==> src/rtl/alu_multicycle.sv <==
// alu_multicycle: registered ALU with valid/ready handshakes, shifts and optional shift-add multiplier.
// Define ALU_MULTICYCLE_MUL_EN to build MUL (control 8); otherwise control 8 decodes as illegal.
module alu_multicycle #(
  parameter int WIDTH = 32,
  parameter int SHW   = $clog2(WIDTH)
) (
  input  logic             clk,
  input  logic             rst,
  input  logic             in_valid,
  output logic             in_ready,
  input  logic [WIDTH-1:0] s,
  input  logic [WIDTH-1:0] t,
  input  logic [3:0]       control,
  output logic             out_valid,
  input  logic             out_ready,
  output logic [WIDTH-1:0] result,
  output logic [WIDTH-1:0] result_hi,
  output logic             zero,
  output logic             overflow,
  output logic             cout,
  output logic             illegal
);

`ifdef ALU_MULTICYCLE_MUL_EN
  typedef enum logic {IDLE, MULT} state_t;
`else
  typedef enum logic {IDLE} state_t;
`endif

  state_t           state, state_next;
  logic             accept, is_mul, load_alu;
  logic [WIDTH:0]   add_full, sub_full;
  logic [WIDTH-1:0] alu_res;
  logic             alu_ovf, alu_cout, alu_ill, slt;

  assign in_ready = !rst && (state == IDLE) && (!out_valid || out_ready);
  assign accept   = in_valid && in_ready;
  assign load_alu = accept && !is_mul;

  // SLT takes the sign of s when signs differ, so s-t overflow cannot corrupt it
  assign slt = (s[WIDTH-1] != t[WIDTH-1]) ? s[WIDTH-1] : sub_full[WIDTH-1];

  always_comb begin
    add_full = {1'b0, s} + {1'b0, t};
    sub_full = {1'b0, s} + {1'b0, ~t} + {{WIDTH{1'b0}}, 1'b1};
    alu_res  = '0;
    alu_ovf  = 1'b0;
    alu_cout = 1'b0;
    alu_ill  = 1'b0;
    case (control)
      4'h0: alu_res = s & t;
      4'h1: alu_res = s | t;
      4'h2: begin
        alu_res  = add_full[WIDTH-1:0];
        alu_ovf  = (s[WIDTH-1] == t[WIDTH-1]) && (add_full[WIDTH-1] != s[WIDTH-1]);
        alu_cout = add_full[WIDTH];
      end
      4'h3: begin
        alu_res  = sub_full[WIDTH-1:0];
        alu_ovf  = (s[WIDTH-1] != t[WIDTH-1]) && (sub_full[WIDTH-1] != s[WIDTH-1]);
        alu_cout = sub_full[WIDTH];
      end
      4'h4: alu_res = s << t[SHW-1:0];
      4'h5: alu_res = s >> t[SHW-1:0];
      4'h7: alu_res = {{(WIDTH-1){1'b0}}, slt};
      4'hC: alu_res = ~(s | t);
`ifdef ALU_MULTICYCLE_MUL_EN
      4'h8: alu_res = '0;
`endif
      default: alu_ill = 1'b1;
    endcase
  end

`ifdef ALU_MULTICYCLE_MUL_EN
  logic [WIDTH-1:0]   mcand, prod_hi, prod_lo;
  logic [SHW-1:0]     cnt;
  logic [WIDTH:0]     partial;
  logic [2*WIDTH-1:0] prod_next;
  logic               mul_done;

  assign is_mul = (control == 4'h8);

  always_comb begin
    partial    = {1'b0, prod_hi} + (prod_lo[0] ? {1'b0, mcand} : '0);
    prod_next  = {partial, prod_lo[WIDTH-1:1]};
    mul_done   = (state == MULT) && (cnt == SHW'(WIDTH - 1));
    state_next = state;
    case (state)
      IDLE:    if (accept && is_mul) state_next = MULT;
      MULT:    if (mul_done)         state_next = IDLE;
      default: state_next = IDLE;
    endcase
  end

  always_ff @(posedge clk or posedge rst) begin
    if (rst) begin
      mcand   <= '0;
      prod_hi <= '0;
      prod_lo <= '0;
      cnt     <= '0;
    end else if (accept && is_mul) begin
      mcand   <= s;
      prod_hi <= '0;
      prod_lo <= t;
      cnt     <= '0;
    end else if (state == MULT) begin
      {prod_hi, prod_lo} <= prod_next;
      cnt                <= cnt + 1'b1;
    end
  end

  always_ff @(posedge clk or posedge rst) begin
    if (rst)           result_hi <= '0;
    else if (load_alu) result_hi <= '0;
    else if (mul_done) result_hi <= prod_next[2*WIDTH-1:WIDTH];
  end
`else
  assign is_mul    = 1'b0;
  assign result_hi = '0;

  always_comb state_next = IDLE;
`endif

  always_ff @(posedge clk or posedge rst) begin
    if (rst) state <= IDLE;
    else     state <= state_next;
  end

  // A new result may load on the same edge the held one is consumed
  always_ff @(posedge clk or posedge rst) begin
    if (rst) begin
      out_valid <= 1'b0;
      result    <= '0;
      zero      <= 1'b0;
      overflow  <= 1'b0;
      cout      <= 1'b0;
      illegal   <= 1'b0;
    end else if (load_alu) begin
      out_valid <= 1'b1;
      result    <= alu_res;
      zero      <= (alu_res == '0);
      overflow  <= alu_ovf;
      cout      <= alu_cout;
      illegal   <= alu_ill;
`ifdef ALU_MULTICYCLE_MUL_EN
    end else if (mul_done) begin
      out_valid <= 1'b1;
      result    <= prod_next[WIDTH-1:0];
      zero      <= (prod_next[WIDTH-1:0] == '0);
      overflow  <= (prod_next[2*WIDTH-1:WIDTH] != '0);
      cout      <= 1'b0;
      illegal   <= 1'b0;
`endif
    end else if (out_ready) begin
      out_valid <= 1'b0;
    end
  end

endmodule
==> config.mk <==
export PLATFORM = sky130hd
export DESIGN_NAME = alu_multicycle
export DESIGN_NICKNAME = d
export VERILOG_FILES = /design/src/rtl/alu_multicycle.sv
export SDC_FILE = /design/constraint.sdc
export NUM_CORES = 1
export LEC_CHECK = 0
export CAP_MARGIN = 0
export CORE_MARGIN = 2
export CORE_UTILIZATION = 35
export CTS_BUF_LIST = sky130_fd_sc_hd__clkbuf_8
export CTS_CLUSTER_DIAMETER = 100
export DETAILED_ROUTE_END_ITERATION = 8
export REMOVE_ABC_BUFFERS = 1
export SYNTH_ARGS = -nofsm -noshare
export SYNTH_HDL_FRONTEND = slang
export SYNTH_SLANG_ARGS = --single-unit
==> constraint.sdc <==
create_clock -name clk -period 3.1 [get_ports clk]
set_input_delay 0.465 -clock clk [delete_from_list [all_inputs] [get_ports clk]]
set_output_delay 0.465 -clock clk [all_outputs]
set_load 0.05 [all_outputs]
==> results by group, run 1 <==
Power and ir drop
  • Switch Pwr: 0.00242 W
  • Reg power frac: 12.0%
  • Total Power: 0.00501 W
  • Switching share of power: 48.3%
  • Clk pwr share: 8.5%
  • P_int: 0.00259 W
  • Logic pwr share: 79.5%
  • Pwr Density: 266 nW/um^2
  • Pleak: 8.80 nW
  • Worst vdd ir: 167 uV

Die
  • Core Region: 30600 sq um
  • I/O pins: 142
  • Die Wd: 180 um
  • Initial Util: 35.6%
  • Site Rows: 64
  • Area of the die: 32500 sq um
  • Die H: 180 um

STA
  • Worst slew pin tran: 0.703 ns
  • Max_slew headroom: 53.0%
  • Final hold viol count: 0
  • Setup Skew: 0.00646 ns
  • Pins over their slew limit: 0
  • Max Fclk: 191 MHz
  • Setup TNS: -9.94 ns
  • Period Utilization, post-route: 169%
  • Final WS setup: -2.12 ns
  • Final setup fails: 19
  • Minimum clock period: 5.22 ns
  • Unrepaired setup endpoints after global routing: true

Layout
  • Nets: 2371
  • Fraction of layout cells with a size suffix above 1: 43.6%
  • Fin util: 61.6%
  • Non-filler cells, final: 2584
  • Area growth syn-to-layout: 73.0%
  • ANT cells: 0

Clock network
  • # hold bufs at CTS: 0
  • TritonCTS clock tree: done
  • TritonCTS buffer count: 5
  • Clk buf depth: 2
  • Worst-path clk slew: 0.07 ns
  • Clock latency on the worst-skew pair: 0.30 ns
  • CTS root buf: clkbuf_8
  • # H-tree levels: 2
  • CTS Sinks: 37

Global route
  • Number of global-route vias before repair: 15100
  • GRT Overall Usage: 39.3%
  • Antenna violations before repair: 1
  • Congestion Overflow GR: 0
  • Largest net degree at the start of global routing: 64
  • Global-route wire length before repair: 97.2 mm

Logic synthesis
  • Syn avg cell area: 7.09 sq um
  • Post-synthesis sequential element count: 37
  • Ys async rst share: 100%
  • Cell with the most instances after synthesis: nand2_1
  • Top cells by area, synth: ha_1 13%, dfrtp_1 8.5%, nand2_1 6.2%
  • Sequential element share of the synthesized area: 8.50%
  • Synth top area share: 12.5%
  • Area leader, netlist: ha_1
  • Synth cell count leaders: 180 x nand2_1, 125 x nor2_1, 119 x a21oi_1, 109 x ha_1, 93 x inv_1
  • Cell Area, Synth: 10900 sq um
  • Synth warnings: 0
  • Cells after Synth: 1535
  • EDFF count, synth: 0
  • Distinct cells, synth: 86
  • Ys flop type: dfrtp_1

Job
  • Max-cap violations: 0

Placement
  • Post-DP HPWL: 51.4 mm
  • Placer Congestion: 1.05
  • Worst slack, placed: -3.33 ns
  • Placed insts: 2507
  • IO buf count: 109

Outcome
  • Outcome: finished, violations left
  • Failing checks: negative setup slack

Worst setup path
  • Critical Path Source Type: input port
  • WP data required: 3.34 ns
  • Crit path from: s[6]
  • CP arrival: 5.46 ns
  • Crit. End Element: flop
  • Crit-path max FO: 2
  • Origin of the critical flop-to-flop path: out_valid
  • Critical path type: input port to flop

Routing
  • Vias per inst: 6.02
  • Wirelength per Cell: 26.0 um
  • Post-Route WL: 67.1 mm
  • Detail Route Antenna Nets: 0
  • 1st-iter DRT viols: 1654
  • Pre-Repair DR Iteration Count: 5
  • DRC Markers: 0
  • Total number of vias: 15600

Min path
  • Hold/Removal Path Class: flop to flop
  • Hold_sp: result[28]
## logic make-up after synthesis
family	Yosys count	share of synthesized area, %
AOI/OAI and AO/OA	519	32.2
and+or+nand+nor	498	21.4
buffers and inverters	242	10.0
adders and majority gates	112	13.1
muxes	110	13.5
DFF	37	8.50
xor gates and xnor gates	16	1.29
other	1	0.0344
## power groups by stage
| stage | sequential (W) | combinational, W | clock, W |
|---|---|---|---|
| floorplan | 0.000885 | 0.00123 | 0 |
| global placement | 0.000607 | 0.00330 | 0 |
| detailed placement | 0.000611 | 0.00331 | 0 |
| CTS | 0.000602 | 0.00372 | 0.000437 |
| global route | 0.000613 | 0.00415 | 0.000452 |
| finish | 0.000600 | 0.00399 | 0.000427 |
## final timing paths
check	end	slack, ns	cells past startpoint
setup / recovery	zero	-2.12	25
hold / removal	result[28]	0.47	2
setup reg to reg	zero	0.32	12
hold reg to reg	result[28]	0.47	2
max in group asynchronous	result[12]	2.15	3
min in group asynchronous	result[18]	0.63	3
## layout make-up
type | count | area (sq um)
Multi-Input combinational cell | 1287 | 10400
Timing Repair Buffer | 758 | 6550
Clock buffer | 6 | 82.6
Tap cell | 396 | 495
Clock inverter | 2 | 33.8
Inverter | 98 | 393
Fill cell | 2802 | 11800
Sequential cell | 37 | 926
## repair_timing
action	4_1_cts	5_1_grt
setup endpoints to repair	35	27
pin swaps	81	27
resized for setup	359	117
buffers inserted	53	22
gates cloned	6	2
## metrics by stage
stage	hold WS, ns	instance area, sq um
after floorplan	0.662	10300
after global placement	0.457	16300
after detailed placement	0.462	16300
after CTS	0.480	18300
after global routing	0.500	18800
final	0.471	18800
## layer usage
layer / vias up / part of all wire [%] / GRT usage, %
li1: 6919 / - / -
met1: 7518 / 41 / 52.9
met2: 956 / 44 / 61.9
met3: 165 / 10 / 7.42
met4: 0 / 4.8 / 15.8
met5: - / 0 / 0
## flip-flops by register name, indices dropped and copies added, names as in the netlist
signal and count:
result 32, cout 1, illegal 1, out_valid 1
overflow 1, zero 1
## cells in the final DEF, fill, tap and decap left out, drive strengths merged, types with 32 or more instances in the layout
cell type,instances
conb,32
o21ai,89
dfrtp,37
nand3,36
inv,96
a22oi,36
ha,109
buf,660
nand2,180
clkdlybuf4s50,72
nor2,125
o22ai,36
a21oi,119
mux2i,59
## worst max-delay path: stages
cell,delay [ns]
buf_6,0.10
inv_4,0.05
ha_4,0.20
or2_4,0.24
or3_1,0.36
a21o_1,0.22
a211oi_2,0.24
or2_4,0.21
a21o_4,0.16
a221oi_4,0.08
o21ai_2,0.17
a21oi_2,0.08
fa_2,0.40
and4b_1,0.19
a31o_2,0.21
a21oi_2,0.11
o211a_1,0.15
nand4b_1,0.11
or4_1,0.56
nor4_2,0.25
nand4_1,0.17
nor4_1,0.20
nand4b_1,0.18
nor4_2,0.16
a32o_2,0.19
(Power assumes the default switching activity.)
==> inputs of run 2 (changes only) <==
- CORE_ASPECT_RATIO: unset -> 1.1
==> run 2 against run 1 <==
Compared with the run above: the run still ends with negative setup slack left; setup slack gained 0.17 ns; core utilization grew 1.1 points; critical path depth is the same; wire length shrank 2.5%; via count is essentially flat; combinational power is essentially flat; critical path type unchanged.
==> results by group, run 2 (synthesis gave the netlist of run 1 again) <==
Placement
  • Placer Congestion: 1.02 (-2.5%)
  • Placement Cell Area: 16200 sq um (-0.40%)
  • IO buf count: 109 (unchanged)
  • Worst slack, placed: -3.36 ns (-0.0318 ns)
  • Placed insts: 2520 (+0.52%)
  • Post-DP HPWL: 49.9 mm (-2.9%)

Die
  • Site Rows: 67 (+4.7%)
  • Initial Util: 35.7% (+0.088 points)
  • Area of the die: 32500 sq um (about the same)
  • Die Wd: 172 um (-4.5%)
  • I/O pins: 142 (unchanged)
  • Die H: 189 um (+4.8%)
  • Core Region: 30500 sq um (-0.25%)

Clock network
  • TritonCTS buffer count: 5 (unchanged)
  • Worst-path clk slew: 0.07 ns (about the same)
  • CTS root buf: clkbuf_8
  • # H-tree levels: 2 (unchanged)
  • Clock latency on the worst-skew pair: 0.30 ns (about the same)
  • CTS Sinks: 37 (unchanged)
  • Clk buf depth: 2 (unchanged)
  • TritonCTS clock tree: done

STA
  • Max_slew headroom: 39.0% (-14 points)
  • Final WS setup: -1.95 ns (+0.174 ns)
  • Setup Skew: 0.00606 ns (-0.000398 ns)
  • Max Fclk: 198 MHz (+3.4%)
  • Worst slew pin tran: 0.905 ns (+0.202 ns)
  • Minimum clock period: 5.05 ns (-0.174 ns)
  • Unrepaired setup endpoints after global routing: true
  • Period Utilization, post-route: 163% (-5.6 points)
  • Pins over their slew limit: 0 (unchanged)
  • Final hold viol count: 0 (unchanged)
  • Final setup fails: 20 (+1)

Worst setup path
  • Crit-path max FO: 2 (unchanged)
  • Slowest cell on crit path: or4_1
  • WP data required: 3.34 ns (about the same)
  • Critical path type: input port to flop
  • Critical Path Source Type: input port
  • Crit. End Element: flop
  • CP peak stage delay: 0.44 ns (-0.12 ns)
  • CP arrival: 5.29 ns (-0.17 ns)
  • Critical path's most frequent cell: nor4_2

Global route
  • Congestion Overflow GR: 0 (unchanged)
  • Global-route wire length before repair: 94.0 mm (-3.3%)
  • Largest net degree at the start of global routing: 64 (unchanged)
  • Number of global-route vias before repair: 14900 (-1.7%)
  • Antenna violations before repair: 2 (+1)
  • GRT Overall Usage: 38.7% (-0.58 points)

Power and ir drop
  • Reg power frac: 11.9% (about the same)
  • P_int: 0.00261 W (+0.59%)
  • Pwr Density: 264 nW/um^2 (-0.77%)
  • Total Power: 0.00505 W (+0.70%)
  • Pleak: 8.82 nW (+0.29%)
  • Logic pwr share: 79.6% (about the same)
  • Switch Pwr: 0.00244 W (+0.82%)
  • Switching share of power: 48.3% (+0.056 points)
  • Clk pwr share: 8.5% (about the same)
  • Worst vdd ir: 153 uV (-8.5%)

Job
  • Max-cap violations: 0 (unchanged)

Layout
  • Area growth syn-to-layout: 75.6%
  • Commonest non-fill, non-tap cell in the layout: buf_4
  • Most frequent cells in the layout: 569 x buf_4, 169 x nand2_1, 113 x nor2_1
  • Non-filler cells, final: 2607 (+0.89%)
  • Largest register FFs: 32 (unchanged)
  • Nets: 2375 (+0.17%)
  • Fraction of layout cells with a size suffix above 1: 45.8% (+2.1 points)
  • Top reg by flops: result
  • Design area: 19100 sq um (+1.5%)
  • Fin util: 62.7% (+1.1 points)

Routing
  • DRC Markers: 0 (unchanged)
  • Total number of vias: 15600 (-0.039%)
  • Pre-Repair DR Iteration Count: 6 (+1)
  • Wirelength per Cell: 25.1 um (-3.3%)
  • Detail Route Antenna Nets: 0 (unchanged)
  • 1st-iter DRT viols: 1605 (-3.0%)
  • Post-Route WL: 65.4 mm (-2.5%)
  • Vias per inst: 5.97 (-0.92%)

Min path
  • Hold/Removal Path Class: flop to flop

Outcome
  • Outcome: finished, violations left
  • Failing checks: negative setup slack
[run 2: changes by cell type in the layout (fill, tap and decap cells not counted), moves of 4 or more]
cell             before  now
buf_6                60   66
buf_8                 8   12
bufbuf_16             6    2
clkdlybuf4s50_1      72   57
dlygate4sd2_1         7   16
ha_1                 80   70
ha_4                 24   31
inv_1                64   53
inv_2                23   33
nand2_1             173  169
nand2_2               7   11
nor2_1              117  113
nor2_2                3    8
[run 2: metal layers]
| metal | global-route usage, % | vias up | routed length [um] |
|---|---|---|---|
| li1 | - | 6944 | - |
| met1 | 50.7 | 7479 | 25700 |
| met5 | 0 | - | 15 |
| met2 | 63.4 | 952 | 29800 |
| met4 | 14.3 | 2 | 3020 |
| met3 | 6.96 | 175 | 6860 |
[run 2: critical path, delay by kind of cell]
kind / cells / cell delay (ns)
and+or+nand+nor: 11 / 2.47
adders and majority gates: 2 / 0.59
AOI/OAI and AO/OA: 10 / 1.62
buffers and inverters: 2 / 0.15
[run 2: path summary, 6_finish.rpt]
| path | cells after the start | to | start | slack (ns) |
|---|---|---|---|---|
| max | 25 | zero | s[6] | -1.95 |
| min | 2 | result[10] | result[10] | 0.47 |
| max reg2reg | 12 | zero | out_valid | 0.43 |
| min reg2reg | 2 | result[10] | result[10] | 0.47 |
| max in group asynchronous | 3 | result[9] | rst | 2.14 |
| min in group asynchronous | 3 | zero | rst | 0.64 |
[run 2: what timing repair did]
action / 4_1_cts / 5_1_grt
pin swaps: 88 / 82
gates cloned: 4 / 2
hold buffers: 0 / 0
endpoints found under the setup margin: 35 / 25
gates resized for setup: 429 / 144
buffers inserted: 58 / 35
[run 2: area by class of cell]
type                    instances  area [sq um]
well taps                     414           518
multi-input cells            1287         10600
clock inverters                 2          37.5
flip-flops and latches         37           926
inverters                      98           395
diodes                          1          2.50
clock buffers                   6          82.6
fillers                      2723         11400
repair buffers                762          6530
[run 2: per-stage QoR]
stage               setup TNS [ns]  hold WS, ns
floorplan                   -19.58        0.662
global placement            -40.26        0.453
detailed placement          -40.83        0.461
CTS                          -8.07        0.479
global route                 -9.98        0.501
finish                       -8.33        0.471
[run 2: power by group through the flow]
stage | combinational, W | sequential, W | clock, W
after floorplan | 0.00123 | 0.000885 | 0
after global placement | 0.00325 | 0.000607 | 0
after detailed placement | 0.00326 | 0.000611 | 0
after CTS | 0.00372 | 0.000602 | 0.000443
after global routing | 0.00420 | 0.000610 | 0.000455
final | 0.00402 | 0.000600 | 0.000431
